--- src/rtl/dcache_wt_ctrl_if.sv ---
// CPU-side and RAM-side handshake bundle for the write-through data cache.
// The master view belongs to whoever drives requests and plays the RAM; the slave view belongs to the cache.
interface dcache_wt_ctrl_if;
    logic        cpu_req;
    logic        cpu_rw;
    logic [9:0]  cpu_addr;
    logic [9:0]  cpu_wdata;
    logic [9:0]  cpu_rdata;
    logic        cache_ready;
    logic        mem_req;
    logic        mem_rw;
    logic [9:0]  mem_addr;
    logic [19:0] mem_wdata;
    logic [19:0] mem_rdata;
    logic        mem_ready;

    modport master (
        output cpu_req, cpu_rw, cpu_addr, cpu_wdata, mem_rdata, mem_ready,
        input  cpu_rdata, cache_ready, mem_req, mem_rw, mem_addr, mem_wdata
    );

    modport slave (
        input  cpu_req, cpu_rw, cpu_addr, cpu_wdata, mem_rdata, mem_ready,
        output cpu_rdata, cache_ready, mem_req, mem_rw, mem_addr, mem_wdata
    );
endinterface

--- src/rtl/dcache_wt_ctrl.sv ---
// Direct-mapped, write-through, write-allocate cache between the 10-bit CPU and the 20-bit line RAM.
// Each line holds two words; misses fill the whole line, and stores are written through as whole lines.
module dcache_wt_ctrl #(
    parameter int INDEX_W = 3,
    parameter int SAT_MAX = 255
) (
    input  logic               clk,
    input  logic               rst_n,
    dcache_wt_ctrl_if.slave    bus,
    output logic [7:0]         hit_count_o,
    output logic [7:0]         miss_count_o
);
    localparam int          LINES   = 1 << INDEX_W;
    localparam int          TAG_W   = 9 - INDEX_W;
    localparam logic [7:0]  SAT_VAL = 8'(SAT_MAX);

    typedef enum logic [1:0] {IDLE, FILL, WRITE, DONE} state_e;

    state_e             state_q, state_d;
    logic [LINES-1:0]   valid_q, valid_d;
    logic [TAG_W-1:0]   tag_q  [LINES];
    logic [19:0]        data_q [LINES];
    logic [7:0]         hitCnt_q, hitCnt_d, missCnt_q, missCnt_d;
    logic               replay_q, replay_d;
    logic               memReq_q, memReq_d, memRw_q, memRw_d;
    logic [9:0]         memAddr_q, memAddr_d;
    logic [19:0]        memWdata_q, memWdata_d;

    logic [INDEX_W-1:0] cpuIdx, fillIdx, lineIdx;
    logic [TAG_W-1:0]   cpuTag, fillTag;
    logic [19:0]        curLine, mergedLine, lineData;
    logic [9:0]         cpuWord, cpuRdata;
    logic               cpuHit, lineWe, tagWe, cacheReady;

    assign cpuIdx     = bus.cpu_addr[INDEX_W:1];
    assign cpuTag     = bus.cpu_addr[9:INDEX_W+1];
    assign fillIdx    = memAddr_q[INDEX_W:1];
    assign fillTag    = memAddr_q[9:INDEX_W+1];
    assign curLine    = data_q[cpuIdx];
    assign cpuHit     = valid_q[cpuIdx] && (tag_q[cpuIdx] == cpuTag);
    assign cpuWord    = bus.cpu_addr[0] ? curLine[19:10] : curLine[9:0];
    assign mergedLine = bus.cpu_addr[0] ? {bus.cpu_wdata, curLine[9:0]}
                                        : {curLine[19:10], bus.cpu_wdata};

    always_comb begin
        state_d    = state_q;
        valid_d    = valid_q;
        hitCnt_d   = hitCnt_q;
        missCnt_d  = missCnt_q;
        replay_d   = replay_q;
        memReq_d   = memReq_q;
        memRw_d    = memRw_q;
        memAddr_d  = memAddr_q;
        memWdata_d = memWdata_q;
        cacheReady = 1'b0;
        cpuRdata   = '0;
        lineWe     = 1'b0;
        tagWe      = 1'b0;
        lineIdx    = cpuIdx;
        lineData   = mergedLine;

        unique case (state_q)
            IDLE: begin
                if (!bus.cpu_req) begin
                    cacheReady = 1'b1;
                end else if (cpuHit) begin
                    // A hit that follows our own fill is the replayed access, already counted as a miss.
                    replay_d = 1'b0;
                    if (!replay_q && hitCnt_q != SAT_VAL) hitCnt_d = hitCnt_q + 8'd1;
                    if (!bus.cpu_rw) begin
                        cacheReady = 1'b1;
                        cpuRdata   = cpuWord;
                    end else begin
                        lineWe     = 1'b1;
                        memWdata_d = mergedLine;
                        memAddr_d  = {bus.cpu_addr[9:1], 1'b0};
                        memReq_d   = 1'b1;
                        memRw_d    = 1'b1;
                        state_d    = WRITE;
                    end
                end else begin
                    if (missCnt_q != SAT_VAL) missCnt_d = missCnt_q + 8'd1;
                    memAddr_d = {bus.cpu_addr[9:1], 1'b0};
                    memReq_d  = 1'b1;
                    memRw_d   = 1'b0;
                    state_d   = FILL;
                end
            end
            FILL: begin
                if (bus.mem_ready) begin
                    lineWe           = 1'b1;
                    tagWe            = 1'b1;
                    lineIdx          = fillIdx;
                    lineData         = bus.mem_rdata;
                    valid_d[fillIdx] = 1'b1;
                    replay_d         = 1'b1;
                    memReq_d         = 1'b0;
                    state_d          = IDLE;
                end
            end
            WRITE: begin
                if (bus.mem_ready) begin
                    memReq_d = 1'b0;
                    state_d  = DONE;
                end
            end
            DONE: begin
                cacheReady = 1'b1;
                state_d    = IDLE;
            end
            default: state_d = IDLE;
        endcase
    end

    always_ff @(posedge clk or negedge rst_n) begin
        if (!rst_n) begin
            state_q    <= IDLE;
            valid_q    <= '0;
            hitCnt_q   <= '0;
            missCnt_q  <= '0;
            replay_q   <= 1'b0;
            memReq_q   <= 1'b0;
            memRw_q    <= 1'b0;
            memAddr_q  <= '0;
            memWdata_q <= '0;
        end else begin
            state_q    <= state_d;
            valid_q    <= valid_d;
            hitCnt_q   <= hitCnt_d;
            missCnt_q  <= missCnt_d;
            replay_q   <= replay_d;
            memReq_q   <= memReq_d;
            memRw_q    <= memRw_d;
            memAddr_q  <= memAddr_d;
            memWdata_q <= memWdata_d;
        end
    end

    // Line payload and tags are qualified by the valid bits, so they need no reset.
    always_ff @(posedge clk) begin
        if (lineWe) data_q[lineIdx] <= lineData;
        if (tagWe)  tag_q[lineIdx]  <= fillTag;
    end

    assign bus.cache_ready = cacheReady | ~rst_n;
    assign bus.cpu_rdata   = cpuRdata;
    assign bus.mem_req     = memReq_q;
    assign bus.mem_rw      = memRw_q;
    assign bus.mem_addr    = memAddr_q;
    assign bus.mem_wdata   = memWdata_q;
    assign hit_count_o     = hitCnt_q;
    assign miss_count_o    = missCnt_q;
endmodule
--- src/flat_wrapper.sv ---
// flat-port wrapper written by rule: the top's interface ports become plain ports
module dcache_wt_ctrl_flat 
#(
    parameter int INDEX_W = 3,
    parameter int SAT_MAX = 255
)
  (clk, rst_n, hit_count_o, miss_count_o, bus_cpu_req, bus_cpu_rw, bus_cpu_addr, bus_cpu_wdata, bus_mem_rdata, bus_mem_ready, bus_cpu_rdata, bus_cache_ready, bus_mem_req, bus_mem_rw, bus_mem_addr, bus_mem_wdata);
  dcache_wt_ctrl_if bus_i ();
  input  logic clk;
  input  logic rst_n;
  output logic [7:0] hit_count_o;
  output logic [7:0] miss_count_o;
  input wire logic [$bits(bus_i.cpu_req)-1:0] bus_cpu_req;
  input wire logic [$bits(bus_i.cpu_rw)-1:0] bus_cpu_rw;
  input wire logic [$bits(bus_i.cpu_addr)-1:0] bus_cpu_addr;
  input wire logic [$bits(bus_i.cpu_wdata)-1:0] bus_cpu_wdata;
  input wire logic [$bits(bus_i.mem_rdata)-1:0] bus_mem_rdata;
  input wire logic [$bits(bus_i.mem_ready)-1:0] bus_mem_ready;
  output wire logic [$bits(bus_i.cpu_rdata)-1:0] bus_cpu_rdata;
  output wire logic [$bits(bus_i.cache_ready)-1:0] bus_cache_ready;
  output wire logic [$bits(bus_i.mem_req)-1:0] bus_mem_req;
  output wire logic [$bits(bus_i.mem_rw)-1:0] bus_mem_rw;
  output wire logic [$bits(bus_i.mem_addr)-1:0] bus_mem_addr;
  output wire logic [$bits(bus_i.mem_wdata)-1:0] bus_mem_wdata;
  assign bus_i.cpu_req = bus_cpu_req;
  assign bus_i.cpu_rw = bus_cpu_rw;
  assign bus_i.cpu_addr = bus_cpu_addr;
  assign bus_i.cpu_wdata = bus_cpu_wdata;
  assign bus_i.mem_rdata = bus_mem_rdata;
  assign bus_i.mem_ready = bus_mem_ready;
  assign bus_cpu_rdata = bus_i.cpu_rdata;
  assign bus_cache_ready = bus_i.cache_ready;
  assign bus_mem_req = bus_i.mem_req;
  assign bus_mem_rw = bus_i.mem_rw;
  assign bus_mem_addr = bus_i.mem_addr;
  assign bus_mem_wdata = bus_i.mem_wdata;
  dcache_wt_ctrl #(.INDEX_W(INDEX_W), .SAT_MAX(SAT_MAX)) u_core (.clk(clk), .rst_n(rst_n), .bus(bus_i), .hit_count_o(hit_count_o), .miss_count_o(miss_count_o));
endmodule
--- config.mk ---
export PLATFORM = sky130hd
export DESIGN_NAME = dcache_wt_ctrl_flat
export DESIGN_NICKNAME = d
export VERILOG_FILES = /design/src/rtl/dcache_wt_ctrl_if.sv /design/src/rtl/dcache_wt_ctrl.sv /design/src/flat_wrapper.sv
export SDC_FILE = /design/constraint.sdc
export NUM_CORES = 1
export LEC_CHECK = 0
export BUFFER_PORTS_ARGS = -buffer_cell sky130_fd_sc_hd__buf_2
export CAP_MARGIN = 20
export CORE_MARGIN = 1.5
export CORE_UTILIZATION = 53
export CTS_BUF_LIST = sky130_fd_sc_hd__clkbuf_4 sky130_fd_sc_hd__clkbuf_8 sky130_fd_sc_hd__clkbuf_16
export DETAILED_ROUTE_END_ITERATION = 16
export PLACE_DENSITY_LB_ADDON = 0.1
export SETUP_SLACK_MARGIN = 0.05
export SYNTH_ARGS = -nofsm -noshare
export SYNTH_HDL_FRONTEND = slang
export SYNTH_SLANG_ARGS = --single-unit
--- constraint.sdc ---
create_clock -name clk -period 3.4 [get_ports clk]
set_input_delay 0.51 -clock clk [delete_from_list [all_inputs] [get_ports clk]]
set_output_delay 0.51 -clock clk [all_outputs]
set_load 0.05 [all_outputs]
==> impl_table.tex <==
\begin{tabular}{lr}
\hline
Metric & Value \\
\hline
\multicolumn{2}{l}{\textbf{Outcome}} \\
\quad Result of the run & complete, no violations \\
\multicolumn{2}{l}{\textbf{STA}} \\
\quad Clk\_skew & 0.0159 ns \\
\quad Slew at the pin with the worst max-slew slack & 0.880 ns \\
\quad Final number of setup-violating endpoints & 0 \\
\quad Worst slew margin relative to its limit & 0.407 \\
\quad Sum Neg Setup Slack & 0 ns \\
\quad Number of pins exceeding their max-slew limit in the final report & 0 \\
\quad Min cycle time layout & 3.35 ns \\
\quad Setup WS post-layout & 0.0477 ns \\
\quad Period Utilization, post-route & 0.986 \\
\quad RSZ-0062 raised after global routing & yes \\
\quad Maximum clock rate & 298 MHz \\
\quad Total count of hold-check failures in the final report & 0 \\
\multicolumn{2}{l}{\textbf{Detailed routing}} \\
\quad Count of TritonRoute iterations in the first routing pass & 5 \\
\quad DR DRC count & 0 \\
\quad Detailed-route wire length & 25.6 mm \\
\quad Number of DRC violations after detailed-routing iteration 0 & 512 \\
\quad Routed WL per cell & 22.8 microns \\
\quad Vias after detailed routing & 6501 \\
\quad Routed via count divided by cell count & 5.79 \\
\quad Residual antenna-violating net count after detailed routing & 0 \\
\multicolumn{2}{l}{\textbf{Yosys}} \\
\quad Average cell area after synthesis & 16.6 sq um \\
\quad Number of enable-type register cells in the synthesized netlist & 208 \\
\quad Fraction of post-synthesis cell area in the top cell type by area & 0.563 \\
\quad Syn Inst Count & 669 \\
\quad Main flop type after synthesis & sky130\_fd\_sc\_hd\_\_edfxtp\_1 \\
\quad Sequential area share after synthesis & 0.694 \\
\quad Register bit count reported by yosys & 266 \\
\quad Fraction of registers with async set/reset & 0.218 \\
\quad Post-synthesis cell type count & 46 \\
\quad Synthesis Warnings & 0 \\
\quad Main area contributors after synthesis & sky130\_fd\_sc\_hd\_\_edfxtp\_1 (56\%), sky130\_fd\_sc\_hd\_\_dfrtp\_1 (13\%), sky130\_fd\_sc\_hd\_\_mux4\_2 (11\%) \\
\quad Mapped cell area & 11100 sq um \\
\quad Number of nets produced by synthesis & 720 \\
\quad Top cell type by total area after synthesis & sky130\_fd\_sc\_hd\_\_edfxtp\_1 \\
\multicolumn{2}{l}{\textbf{Global routing}} \\
\quad Tot GR Track Use & 0.241 \\
\quad Via count of the first global-routing pass & 6760 \\
\quad Wire length of the first global-routing pass & 39.4 mm \\
\quad Overflow after GRT & 0 \\
\quad Number of antenna violations at the first check in global routing & 0 \\
\quad Largest net degree at the start of global routing & 59 \\
\multicolumn{2}{l}{\textbf{Cells and area}} \\
\quad Number of diodes added for antenna fixing & 0 \\
\quad Register cell area after layout & 7700 sq um \\
\quad Most common cell after layout, fill and taps aside & sky130\_fd\_sc\_hd\_\_edfxtp\_1 \\
\quad Post-route insts no fill & 1122 \\
\quad Leading cell types in the layout, fill and taps excluded & sky130\_fd\_sc\_hd\_\_edfxtp\_1 (208), sky130\_fd\_sc\_hd\_\_buf\_2 (90), sky130\_fd\_sc\_hd\_\_dfrtp\_1 (58) \\
\quad Filler cells & 1376 \\
\quad Multi-input logic area & 3320 sq um \\
\quad Area Overhead vs Synth & 22.9\% \\
\quad Layout cells sized above 1 & 0.378 \\
\quad Final Net Count & 882 \\
\quad Core Util, Final & 0.670 \\
\multicolumn{2}{l}{\textbf{Setup path}} \\
\quad Arrival time at the worst endpoint & 2.84 ns \\
\quad Crit Path Class & register to output port \\
\quad CP Launch Type & register \\
\quad R2R Setup Slk & 0.22 ns \\
\quad Source of the worst register-to-register timing path & u\_core.tag\_q[7][5] \\
\quad Length in cells of the worst reg-to-reg path & 10 \\
\quad Endpoint of the most critical register-to-register path & u\_core.data\_q[3][19] \\
\quad Setup crit end kind & output port \\
\quad Required time of the critical path & 2.89 ns \\
\quad Maximum fanout count along the critical path & 5 \\
\multicolumn{2}{l}{\textbf{Clocking}} \\
\quad Clock sink total & 266 \\
\quad Clock transition at path regs & 0.06 ns \\
\quad CTS tree & yes \\
\quad Number of H-tree branching levels & 1 \\
\quad Num CTS Buffers & 27 \\
\quad Clock root buffer master & sky130\_fd\_sc\_hd\_\_clkbuf\_16 \\
\quad Total of hold buffers inserted after clock tree synthesis & 0 \\
\quad Worst skew pair latency & 0.53 ns \\
\quad Number of buffers between clock root and the deepest sink & 3 \\
\multicolumn{2}{l}{\textbf{Floorplanning}} \\
\quad Floorplan row count & 52 \\
\quad DIE AREA & 21800 sq um \\
\quad Die H & 148 microns \\
\quad Horiz. Die Dim & 148 microns \\
\quad Core Footprint & 20400 sq um \\
\quad Boundary pin count & 104 \\
\quad Initial standard-cell utilization of the core & 0.545 \\
\multicolumn{2}{l}{\textbf{Min path}} \\
\quad HP Class & input pin to asynchronous set/reset pin \\
\multicolumn{2}{l}{\textbf{Pwr}} \\
\quad Leakage power & 5.13 nW \\
\quad Power density relative to cell area & 667 nW/um\^{}2 \\
\quad Maximum ir drop on the vdd rail & 0.000381 V \\
\multicolumn{2}{l}{\textbf{Place}} \\
\quad Routability Congestion & 0.842 \\
\quad Worst slack at placement & -0.0274 ns \\
\quad Number of placed instances with taps included & 1067 \\
\quad Hpwl dp & 16.4 mm \\
\quad Number of buffers inserted by port buffering & 102 \\
\multicolumn{2}{l}{\textbf{Job}} \\
\quad Max-cap violation count & 0 \\
\hline
\end{tabular}
[cell usage after synthesis (3+ instances only)]
cell type,instances
sky130_fd_sc_hd__edfxtp_1,208
sky130_fd_sc_hd__dfrtp_1,58
sky130_fd_sc_hd__mux4_2,52
sky130_fd_sc_hd__mux2i_1,50
sky130_fd_sc_hd__nor2_1,46
sky130_fd_sc_hd__nand2_1,37
sky130_fd_sc_hd__o21ai_0,31
sky130_fd_sc_hd__inv_1,27
sky130_fd_sc_hd__mux2_2,22
sky130_fd_sc_hd__a21oi_1,21
sky130_fd_sc_hd__clkbuf_1,16
sky130_fd_sc_hd__xor2_1,14
sky130_fd_sc_hd__or2_2,9
sky130_fd_sc_hd__buf_1,7
sky130_fd_sc_hd__buf_2,7
sky130_fd_sc_hd__nand3_1,7
sky130_fd_sc_hd__nor3_1,7
sky130_fd_sc_hd__ha_1,6
sky130_fd_sc_hd__and3_1,4
sky130_fd_sc_hd__a31oi_1,3
sky130_fd_sc_hd__nor2b_1,3
sky130_fd_sc_hd__nor4_1,3
sky130_fd_sc_hd__xnor2_1,3
[logic make-up (layout without fill, tap and decap cells)]
kind of cell | Yosys count | after routing | share of synthesized area
DFF | 266 | 266 | 0.694
and+or+nand+nor | 128 | 128 | 0.0548
muxes | 124 | 124 | 0.173
AOI/OAI and AO/OA | 68 | 68 | 0.0362
buffers and inverters | 59 | 242 | 0.0218
xor gates and xnor gates | 17 | 17 | 0.0134
adders and majority gates | 6 | 6 | 0.00677
other | 1 | 1 | 0.000338
[worst max path at each step]
stage                                   from              endpoint  slack (ns)  depth (start not counted)
final                     u_core.tag_q[7][5]      bus_cpu_rdata[8]        0.05                          9
after global routing      u_core.tag_q[7][5]      bus_cpu_rdata[8]       -0.02                          9
after CTS                 u_core.tag_q[7][5]       bus_cache_ready        0.03                          8
after detailed placement     bus_cpu_addr[1]  u_core.data_q[3][14]       -0.03                          9
after global placement       bus_cpu_addr[1]       bus_cache_ready        0.01                          9
after floorplan              bus_cpu_addr[1]   u_core.data_q[1][0]        -0.1                          9
[worst max-delay path, cell delays in order, from the launching register on]
cell,delay [ns]
sky130_fd_sc_hd__edfxtp_1,0.38
sky130_fd_sc_hd__mux4_2,0.48
sky130_fd_sc_hd__mux2i_1,0.17
sky130_fd_sc_hd__xor2_1,0.25
sky130_fd_sc_hd__o2111ai_2,0.20
sky130_fd_sc_hd__nor2_4,0.19
sky130_fd_sc_hd__nand3_4,0.15
sky130_fd_sc_hd__clkbuf_16,0.21
sky130_fd_sc_hd__nor2_4,0.11
sky130_fd_sc_hd__buf_6,0.17
[sequential cells by signal, summed over array words and instances, names as in the netlist, 2 cells and up]
signal,cells
u_core.state_q,2
u_core.data_q,160
u_core.bus.mem_addr,9
u_core.bus.mem_wdata,20
u_core.valid_q,8
u_core.hit_count_o,8
u_core.miss_count_o,8
u_core.tag_q,48
[layer usage]
metal / track usage / part of all wire
met5: 0 / 0
met4: 0.0545 / 0.013
met3: 0.0299 / 0.051
met2: 0.413 / 0.51
met1: 0.335 / 0.43
[repair_timing]
item,CTS,global route
resized for setup,19,15
setup endpoints to repair,11,11
pin swaps,3,8
cloned,0,1
buffers inserted,2,2
[cell type report]
cell class,count,share of cell area
Clock inverter,17,0.0137
Multi-Input combinational cell,344,0.243
Timing Repair Buffer,165,0.0925
Inverter,27,0.00743
Tap cell,270,0.0248
Sequential cell,266,0.564
Clock buffer,33,0.0542
[through the flow]
| stage | hold WS [ns] | instance area [sq um] | total power [W] |
|---|---|---|---|
| 3_5_place_dp | 0.459 | 12500 | 0.00609 |
| 3_3_place_gp | 0.447 | 12500 | 0.00602 |
| 5_1_grt | 0.245 | 13600 | 0.00946 |
| 4_1_cts | 0.228 | 13500 | 0.00914 |
| 6_report | 0.230 | 13600 | 0.00910 |
| 2_1_floorplan | 0.214 | 11200 | 0.00544 |
[report_power, final]
group,switching (W),internal [W]
Clock,0.00120,0.00185
Combinational,0.00118,0.000621
Sequential,0.000242,0.00401
Total,0.00262,0.00648
(Power assumes the default switching activity.)
